**config.mk**
```make
export PLATFORM = sky130hd
export DESIGN_NAME = p1_pool_ctrl
export DESIGN_NICKNAME = d
export VERILOG_FILES = /design/src/rtl/p1_pkg.sv /design/src/rtl/pool_window_counter.sv /design/src/rtl/p1_pool_ctrl.sv
export SDC_FILE = /design/constraint.sdc
export NUM_CORES = 1
export LEC_CHECK = 0
export CELL_PAD_IN_SITES_DETAIL_PLACEMENT = 1
export CELL_PAD_IN_SITES_GLOBAL_PLACEMENT = 2
export CORE_UTILIZATION = 41
export DETAILED_ROUTE_END_ITERATION = 6
export DONT_BUFFER_PORTS = 1
export PLACE_DENSITY = 0.82
export SETUP_SLACK_MARGIN = 0.5
export SYNTH_ARGS = -nofsm -noshare
export SYNTH_HDL_FRONTEND = slang
export SYNTH_SLANG_ARGS = --single-unit
```
**constraint.sdc**
```tcl
create_clock -name clk -period 9 [get_ports clk]
set_input_delay 1.35 -clock clk [delete_from_list [all_inputs] [get_ports clk]]
set_output_delay 1.35 -clock clk [all_outputs]
set_load 0.02 [all_outputs]
```
**src/rtl/p1_pkg.sv**
```systemverilog
// Shared constants and types for the pooling-layer-1 sequencer.
// Lane 1 is lane 0 shifted by half the feature map (conv1) and half the pooled map (P1).
package p1_pkg;

    localparam int IN_DIM            = 24;
    localparam int OUT_DIM           = 12;
    localparam int LANE_ROWS         = 6;
    localparam int P1_LANE1_BASE     = 72;
    localparam int CONV_LANE1_OFFSET = 288;

    typedef logic [9:0] conv1_addr_t;
    typedef logic [7:0] p1_addr_t;
    typedef logic [6:0] win_idx_t;

    typedef enum logic [1:0] {
        IDLE,
        RUN,
        DRAIN,
        DONE
    } pool_state_t;

endpackage

```
**src/rtl/pool_window_counter.sv**
```systemverilog
// Walks the 72 pooling windows of a lane pair, four conv1 reads per window.
// Addresses are built from running row-base and column offsets; no multiplier.
module pool_window_counter
    import p1_pkg::*;
#(
    parameter int IN_DIM  = p1_pkg::IN_DIM,
    parameter int OUT_DIM = p1_pkg::OUT_DIM
) (
    input  logic        clk,
    input  logic        reset,
    input  logic        load,
    input  logic        advance,
    output conv1_addr_t rd_addr0,
    output conv1_addr_t rd_addr1,
    output logic [1:0]  k,
    output win_idx_t    win_idx,
    output logic        last
);

    logic [2:0]  r_q, r_d;
    logic [3:0]  c_q, c_d;
    logic [1:0]  k_q, k_d;
    win_idx_t    n_q, n_d;
    conv1_addr_t row_base_q, row_base_d;
    conv1_addr_t col2_q, col2_d;
    conv1_addr_t addr0_q, addr0_d;
    conv1_addr_t addr1_q, addr1_d;

    assign last     = (r_q == 3'(LANE_ROWS - 1)) && (c_q == 4'(OUT_DIM - 1)) && (k_q == 2'd3);
    assign rd_addr0 = addr0_q;
    assign rd_addr1 = addr1_q;
    assign k        = k_q;
    assign win_idx  = n_q;

    always_comb begin
        r_d        = r_q;
        c_d        = c_q;
        k_d        = k_q;
        n_d        = n_q;
        row_base_d = row_base_q;
        col2_d     = col2_q;
        addr0_d    = addr0_q;
        addr1_d    = addr1_q;
        if (load || advance) begin
            if (load || last) begin
                r_d        = '0;
                c_d        = '0;
                k_d        = '0;
                n_d        = '0;
                row_base_d = '0;
                col2_d     = '0;
            end else if (k_q != 2'd3) begin
                k_d = k_q + 2'd1;
            end else begin
                k_d = '0;
                n_d = n_q + win_idx_t'(1);
                if (c_q == 4'(OUT_DIM - 1)) begin
                    c_d        = '0;
                    col2_d     = '0;
                    r_d        = r_q + 3'd1;
                    row_base_d = row_base_q + conv1_addr_t'(2 * IN_DIM);
                end else begin
                    c_d    = c_q + 4'd1;
                    col2_d = col2_q + conv1_addr_t'(2);
                end
            end
            // k[1] selects the lower row of the window, k[0] the right column
            addr0_d = row_base_d + col2_d + (k_d[1] ? conv1_addr_t'(IN_DIM) : '0)
                      + conv1_addr_t'(k_d[0]);
            addr1_d = addr0_d + conv1_addr_t'(CONV_LANE1_OFFSET);
        end
    end

    always_ff @(posedge clk) begin
        if (reset) begin
            r_q        <= '0;
            c_q        <= '0;
            k_q        <= '0;
            n_q        <= '0;
            row_base_q <= '0;
            col2_q     <= '0;
            addr0_q    <= '0;
            addr1_q    <= '0;
        end else begin
            r_q        <= r_d;
            c_q        <= c_d;
            k_q        <= k_d;
            n_q        <= n_d;
            row_base_q <= row_base_d;
            col2_q     <= col2_d;
            addr0_q    <= addr0_d;
            addr1_q    <= addr1_d;
        end
    end

endmodule

```
**src/rtl/p1_pool_ctrl.sv**
```systemverilog
// Pooling-layer-1 sequencer: issues conv1 reads for both lanes, tracks each read
// through the memory latency to drive the max unit, then writes pooled results.
module p1_pool_ctrl
    import p1_pkg::*;
#(
    parameter int IN_DIM  = p1_pkg::IN_DIM,
    parameter int OUT_DIM = p1_pkg::OUT_DIM,
    parameter int RD_LAT  = 1,
    parameter int RD_AW   = 10,
    parameter int WR_AW   = 8
) (
    input  logic             clk,
    input  logic             reset,
    input  logic             start,
    output logic [RD_AW-1:0] rd_addr0,
    output logic [RD_AW-1:0] rd_addr1,
    output logic             rd_en,
    output logic             acc_first,
    output logic             acc_en,
    output logic             wr_en,
    output logic [WR_AW-1:0] wr_addr0,
    output logic [WR_AW-1:0] wr_addr1,
    output logic             busy,
    output logic             done
);

    pool_state_t state_q, state_d;

    conv1_addr_t cnt_addr0, cnt_addr1;
    logic [1:0]  cnt_k;
    win_idx_t    cnt_n;
    logic        cnt_last;

    logic [RD_LAT-1:0]      vld_q, vld_d;
    logic [RD_LAT-1:0][1:0] k_pipe_q, k_pipe_d;
    logic [RD_LAT-1:0][6:0] n_pipe_q, n_pipe_d;

    logic     wr_en_q, wr_en_d;
    p1_addr_t wr_addr0_q, wr_addr0_d;
    p1_addr_t wr_addr1_q, wr_addr1_d;

    pool_window_counter #(
        .IN_DIM  (IN_DIM),
        .OUT_DIM (OUT_DIM)
    ) u_counter (
        .clk      (clk),
        .reset    (reset),
        .load     ((state_q == IDLE) && start),
        .advance  (state_q == RUN),
        .rd_addr0 (cnt_addr0),
        .rd_addr1 (cnt_addr1),
        .k        (cnt_k),
        .win_idx  (cnt_n),
        .last     (cnt_last)
    );

    assign rd_en     = (state_q == RUN);
    assign busy      = (state_q == RUN) || (state_q == DRAIN);
    assign done      = (state_q == DONE);
    assign rd_addr0  = RD_AW'(cnt_addr0);
    assign rd_addr1  = RD_AW'(cnt_addr1);
    assign acc_en    = vld_q[RD_LAT-1];
    assign acc_first = vld_q[RD_LAT-1] && (k_pipe_q[RD_LAT-1] == 2'd0);
    assign wr_en     = wr_en_q;
    assign wr_addr0  = WR_AW'(wr_addr0_q);
    assign wr_addr1  = WR_AW'(wr_addr1_q);

    always_comb begin
        state_d = state_q;
        unique case (state_q)
            IDLE:    if (start) state_d = RUN;
            RUN:     if (cnt_last) state_d = DRAIN;
            DRAIN:   if (wr_en_q && (wr_addr0_q == p1_addr_t'(P1_LANE1_BASE - 1))) state_d = DONE;
            DONE:    state_d = IDLE;
            default: state_d = IDLE;
        endcase
    end

    // Window index and k ride alongside each read so the write address never
    // depends on where the live counters have moved to.
    always_comb begin
        vld_d       = vld_q;
        k_pipe_d    = k_pipe_q;
        n_pipe_d    = n_pipe_q;
        vld_d[0]    = (state_q == RUN);
        k_pipe_d[0] = cnt_k;
        n_pipe_d[0] = cnt_n;
        for (int i = 1; i < RD_LAT; i++) begin
            vld_d[i]    = vld_q[i-1];
            k_pipe_d[i] = k_pipe_q[i-1];
            n_pipe_d[i] = n_pipe_q[i-1];
        end
        wr_en_d    = vld_q[RD_LAT-1] && (k_pipe_q[RD_LAT-1] == 2'd3);
        wr_addr0_d = wr_addr0_q;
        wr_addr1_d = wr_addr1_q;
        if (wr_en_d) begin
            wr_addr0_d = p1_addr_t'(n_pipe_q[RD_LAT-1]);
            wr_addr1_d = p1_addr_t'(n_pipe_q[RD_LAT-1]) + p1_addr_t'(P1_LANE1_BASE);
        end
    end

    always_ff @(posedge clk) begin
        if (reset) begin
            state_q    <= IDLE;
            vld_q      <= '0;
            k_pipe_q   <= '0;
            n_pipe_q   <= '0;
            wr_en_q    <= 1'b0;
            wr_addr0_q <= '0;
            wr_addr1_q <= p1_addr_t'(P1_LANE1_BASE);
        end else begin
            state_q    <= state_d;
            vld_q      <= vld_d;
            k_pipe_q   <= k_pipe_d;
            n_pipe_q   <= n_pipe_d;
            wr_en_q    <= wr_en_d;
            wr_addr0_q <= wr_addr0_d;
            wr_addr1_q <= wr_addr1_d;
        end
    end

endmodule

```
; ---- After elaboration in Yosys (flattened, before gate mapping)
; Index checks and enable logic that the tools add are counted.
[totals]
ff_bits = 84
[classes]
addsub = 11
eq_ne = 13
n_mux = 24
n_reduce_logical = 15
[ops]
columns = cell, n
row1 = 2-to-1 mux 10 bit, 8
row2 = adder 10 bit, 2
row3 = 2-to-1 mux 7 bit, 2
row4 = 2-to-1 mux 2 bit, 6
row5 = 2-to-1 mux 4 bit, 3
row6 = adder 10 x 1 -> 10 bit, 1
row7 = "adder 10 x 2 -> 10 bit, second input constant", 1
row8 = "adder 10 x 6 -> 10 bit, second input constant", 1
row9 = "adder 10 x 9 -> 10 bit, second input constant", 1
row10 = 2-to-1 mux 3 bit, 3
row11 = "adder 7 x 7 -> 8 bit, second input constant", 1
row12 = "== test 2 bit, second input constant", 4
row13 = one-hot mux 2 bit (4 select lines), 1
row14 = "adder 7 x 1 -> 7 bit, second input constant", 1
row15 = "== test 7 bit, second input constant", 1
row16 = logical AND 1 bit, 6
row17 = "inequality test 2 bit, second input constant", 3
row18 = AND reduction 3 bit, 2
row19 = 2-to-1 mux 5 bit, 1
row20 = "adder 4 x 1 -> 4 bit, second input constant", 1
row21 = "== test 4 bit, second input constant", 1
row22 = logical NOT 2 bit, 2
row23 = "inequality test 2 x 1 -> 1 bit, second input constant", 2
row24 = "adder 3 x 1 -> 3 bit, second input constant", 1
row25 = other kinds (6), 8

; ---- Depth between registers and ports, before layout
[depth]
word_depth = 10
depth_mapped = 17
depth_no_buf = 16

; ---- Hierarchy
; From an unflattened synthesis, not the netlist that was laid out.
[unflattened]
cells_unflattened = 471
area_unflattened_um2 = 4020.1
[by_module_without_submodules]
columns = module, instances, cells_each, area_each_um2, seq_area_each_um2
row1 = pool_window_counter, 1, 366, 3059.2, 1021.0
row2 = p1_pool_ctrl, 1, 105, 960.9, 500.5

; ---- Worst setup path before layout
; OpenSTA, ideal clock, no wires.
[synth_path]
kind = in2reg
start = in start
end = reg u_counter.addr1_q[9] (netlist: u_counter.rd_addr1[9])
setup_ps = 79
arrival_ps = 4189
required_ps = 8921
slack_ps = 4731
cell_stages = 13
n_path_buf = 1
path_cell_list = and2_1 clkbuf_1 a31oi_4 and2_1 fa_1 ha_1 fa_1 a211oi_1 o21ai_0 a31oi_1 xnor3_2 xnor2_1 a211oi_2
[synth_between]
elab_chain_len = 8
[synth_lines]
columns = element, line_no
row1 = "start, declared", p1_pool_ctrl.sv:14  ; input logic start,
row2 = logical AND 1 bit *, p1_pool_ctrl.sv:48  ; .load ((state_q == IDLE) && start),
row3 = logical OR 1 bit, pool_window_counter.sv:45  ; if (load || last) begin
row4 = 2-to-1 mux 10 bit / 2-to-1 mux 2 bit (equally long branches), pool_window_counter.sv:45
row5 = 2-to-1 mux 10 bit / 2-to-1 mux 2 bit (equally long branches), pool_window_counter.sv:44  ; if (load || advance) begin
row6 = adder 10 bit / 2-to-1 mux 5 bit (equally long branches), pool_window_counter.sv:68  ; addr0_d = row_base_d + col2_d + (k_d[1] ? conv1_addr_t'(IN_DIM) : '0)
row7 = adder 10 bit, pool_window_counter.sv:68
row8 = adder 10 x 1 -> 10 bit, pool_window_counter.sv:69  ; + conv1_addr_t'(k_d[0]);
row9 = adder 10 x 9 -> 10 bit, pool_window_counter.sv:70  ; addr1_d = addr0_d + conv1_addr_t'(CONV_LANE1_OFFSET);
row10 = "end signal, assigned", pool_window_counter.sv:92  ; addr1_q <= addr1_d;
row11 = "end, declared", pool_window_counter.sv:27  ; conv1_addr_t addr1_q, addr1_d;
; Mark *: on every way between the ends. The rest lies on a longest branch, timed or not. The select of a mux whose other input is x is not followed.
; A chain may end at the register's enable or synchronous reset.

; ---- Final worst setup path
[layout_path]
start = reg u_counter.k_q[0] (netlist: u_counter.k[0])
end = reg u_counter.addr1_q[9] (netlist: u_counter.rd_addr1[9])
[layout_between]
elab_chain_len = 9
[layout_lines]
columns = element, line_no
row1 = "start, declared", pool_window_counter.sv:22  ; logic [1:0] k_q, k_d;
row2 = "start signal, assigned", pool_window_counter.sv:87  ; k_q <= k_d;
row3 = == test 2 bit, pool_window_counter.sv:29  ; assign last = (r_q == 3'(LANE_ROWS - 1)) && (c_q == 4'(OUT_DIM - 1)) && (k_q == 2'd3);
row4 = logical AND 1 bit, pool_window_counter.sv:29
row5 = logical OR 1 bit, pool_window_counter.sv:45
row6 = 2-to-1 mux 10 bit / 2-to-1 mux 2 bit (equally long branches), pool_window_counter.sv:45
row7 = 2-to-1 mux 10 bit / 2-to-1 mux 2 bit (equally long branches), pool_window_counter.sv:44
row8 = adder 10 bit / 2-to-1 mux 5 bit (equally long branches), pool_window_counter.sv:68
row9 = adder 10 bit, pool_window_counter.sv:68
row10 = adder 10 x 1 -> 10 bit *, pool_window_counter.sv:69
row11 = adder 10 x 9 -> 10 bit *, pool_window_counter.sv:70
; Marked as above.

==> metrics.md <==
| Metric | Value |
|---|---|
| Combinational share of power | 0.256 |
| Largest net degree at the start of global routing | 69 |
| Mapped Nets | just over 500 |
| Pre-CTS setup slack | 4.47 ns |
| Die H | roughly 100 um |
| #FFs+latches synth | 76 |
| Crit path launch | u_counter.k[0]$_SDFFE_PP0P_ |
| Kind of cell adding the most delay to the critical path | adder cells |
| Hold buffer count at cts | 0 |
| Die footprint | 0.0101 mm2 |
| Via count | between 3000 and 4000 |
| Congestion Overflow GR | 0 |
| Resize count post-CTS | 0 |
| H-Tree Depth | 3 |
| Nets@finish | around 500 |
| Setup ws final | 4.57 ns |
| Reg2reg setup slack | 4.57 ns |
| Max-cap violations | 0 |
| CTS tree | done |
| Critical Path AT | roughly 4.7 ns |
| Setup TNS Final | 0 ns |
| Max IR drop VDD | roughly 0.091 mV |
| Worst slew pin tran | about 0.71 ns |
| Drt first pass iters | 4 |
| GP Congestion | roughly 0.84 |
| Slew margin rel. | 0.525 |
| Wirelength, routed | ~9000 um |
| CP Capture Type | flip-flop |
| First-pass GRT wire length | 15300 um |
| Clk sinks | 76 |
| Mapped Area | roughly 0.0040 mm2 |
| Asr flop ratio synth | 0 |
| Hold crit path type | reg -> reg |
| # diodes | 0 |
| RR Endpoint | u_counter.rd_addr1[9]$_SDFFE_PP0P_ |
| Levels on crit path | 13 |
| CP Capture Point | u_counter.rd_addr1[9]$_SDFFE_PP0P_ |
| IO Port Bufs | 0 |
| Syn-to-layout area delta | 5.11% |
| Routed Antenna Nets | 0 |
| Routed len/inst | about 15 um |
| Sw Pwr | 339 uW |
| Initial core utilization | 0.427 |
| Crit path kind | reg -> reg |
| Vias/cell | between 5 and 6 |
| Top-area cell type share of the netlist area | 0.384 |
| Post-synth top cells | nand2_1, dfxtp_1, a21oi_1, nor2_1, ha_1 |
| Sequential share of power | 0.455 |
| Most frequent cell after synthesis | nand2_1 |
| Worst flop-to-flop path startpoint | u_counter.k[0]$_SDFFE_PP0P_ |
| Hold Fails Final Rpt | 0 |
| Clock share of power | 0.289 |
| Final worst path period share | 0.492 |
| Chip width | ~100 um |
| Outcome | complete, no violations |
| Crit path cell chain | ha_1, and4b_1, a31oi_4, and2_1, fa_1, ha_1, fa_1, a211oi_1, o21ai_0, a31oi_1, xnor3_2, xnor2_1, a211oi_2 |
| Leakage | approximately 0.0017 uW |
| # DRC | 0 |
| Buffers and inverters on the worst path | 0 |
| Post-CTS Setup Inserts | 0 |
| Pint | 555 uW |
| Yosys Warn Count | 0 |
| Vias in the first global route | just over 3000 |
| RSZ-0062 raised after global routing | false |
| Sequential-to-total area share from yosys stat | 0.384 |
| Startpoint types | flip-flop |
| Finish-stage setup viols | 0 |
| Initial antenna violation count | 0 |
| Worst reg2reg path depth | 13 |
| Clock Latency Late Sink | approximately 0.35 ns |
| Hold Crit Depth | 2 |
| Area contributors post-synth | dfxtp_1, ha_1, nand2_1 |
| Post-DP HPWL | between 6000 and 7000 um |
| Mean Syn Cell Area | 8.45 um2 |
| Drt initial violations | 81 |
| Fmax | ~230 MHz |
| Number of enable flip-flop cells after synthesis | 0 |
| Core box area | roughly 0.0093 mm2 |
| Tot GR Track Use | 0.194 |
| Switching fraction of total power | 0.379 |
| Share of layout cells above drive strength 1 | 0.0725 |
| Max incr delay on CP | 0.60 ns |
| Row Count | 35 |
| Largest area contributor in the netlist | dfxtp_1 |
| Io pins | between 40 and 50 |
| Clock buffer depth | 2 |
| CTS Buf Count | 9 |
| Slowest stage cell, crit path | and4b_1 |
| Clock Pin Slew Worst Setup and Hold Paths | 0.09 ns |
| Clock skew | between 0.01 and 0.015 ns |
| Post-synth top flop | dfxtp_1 |
| Tmin final | roughly 4.4 ns |
| CP Max Fanout | 11 |
| Critical Path RT | ~9.3 ns |
| Netlist cell types | 53 |
| Root buf cell | clkbuf_8 |
| PD cells | 215 mW/mm2 |
| Max-slew violations | 0 |
| Hold Crit Start | n_pipe_q[2]$_SDFF_PP0_ |
| Cells after Synth | 469 |
through the flow:
stage	hold WS (ns)	util	area (um2)	power, uW	cells
after floorplan	0.416	-	3960	594	469
after global placement	0.442	0.428	3980	640	569
after detailed placement	0.442	0.428	3980	647	569
after CTS	0.454	0.449	4170	909	584
after global routing	0.490	0.449	4170	951	584
final	0.457	0.449	4170	895	584
sequential cells by signal, summed over array words and instances, names as in the netlist:
| name | cells |
|---|---|
| u_counter.col2_q | 10 |
| u_counter.rd_addr1 | 10 |
| u_counter.row_base_q | 10 |
| wr_addr1 | 8 |
| n_pipe_q | 7 |
| u_counter.win_idx | 7 |
| u_counter.rd_addr0 | 5 |
| u_counter.c_q | 4 |
| wr_addr0 | 4 |
| u_counter.r_q | 3 |
| k_pipe_q | 2 |
| state_q | 2 |
| u_counter.k | 2 |
| acc_en | 1 |
| wr_en | 1 |
power by group through the flow:
stage	registers [uW]	logic, uW	clock network (uW)
3_5_place_dp	415	231	0
5_1_grt	412	254	284
4_1_cts	408	233	269
2_1_floorplan	403	191	0
6_report	407	229	259
3_3_place_gp	415	225	0
worst min-delay path: cells and delay by family (launching register included):
family | cells | cell delay (ns)
flip-flops | 1 | 0.32
AND/OR/NAND/NOR | 1 | 0.06
AO/OA/AOI/OAI | 1 | 0.05
per-layer routing:
metal	share of wire	GRT usage	wire length, um
met1	0.53	0.282	4810
met2	0.43	0.290	3870
met3	0.027	0.0341	243
met4	0.013	0.0635	116
met5	0	0	0
area by class of cell:
cell class | count | area, um2
repair buffers | 2 | 15.0
clock inverters | 6 | 65.1
well taps | 129 | 161
fillers | 1152 | 5120
clock buffers | 9 | 124
inverters | 11 | 41.3
multi-input cells | 351 | 2240
flip-flops and latches | 76 | 1520
kinds of logic (layout without fill, tap and decap cells):
kind of cell,after synthesis,in the layout,share of synthesized area
simple gates,196,196,0.245
flops,76,76,0.384
buf+inv,42,28,0.0521
compound gates,93,93,0.141
xor+xnor,28,28,0.0657
mux,1,1,0.00253
other cells,1,1,0.000946
fa+ha+maj,32,32,0.109
layout by cell type (no fill, tap or decap), drive strengths merged, types with 4 or more instances in the layout:
cell,synthesis,layout
a211oi,12,12
a21oi,51,51
a31oi,4,4
and2,10,10
and3,4,4
clkbuf,16,9
dfxtp,76,76
fa,4,4
ha,28,28
inv,11,12
nand2,80,80
nand2b,7,7
nand3,8,8
nand4,6,6
nor2,47,47
nor2b,12,12
nor3,10,10
nor3b,4,4
o21ai,15,15
xnor2,19,19
xor2,8,8
worst min path at each step:
stage / to / slack, ns
floorplan: u_counter.col2_q[0]$_SDFFE_PP0P_ / 0.42
global placement: u_counter.row_base_q[2]$_SDFFE_PP0P_ / 0.44
detailed placement: u_counter.row_base_q[2]$_SDFFE_PP0P_ / 0.44
CTS: wr_addr1[2]$_SDFFE_PP0P_ / 0.45
global route: wr_addr1[2]$_SDFFE_PP0P_ / 0.49
finish: wr_addr1[2]$_SDFFE_PP0P_ / 0.46
No activity file was read; power rests on OpenSTA's default activity.
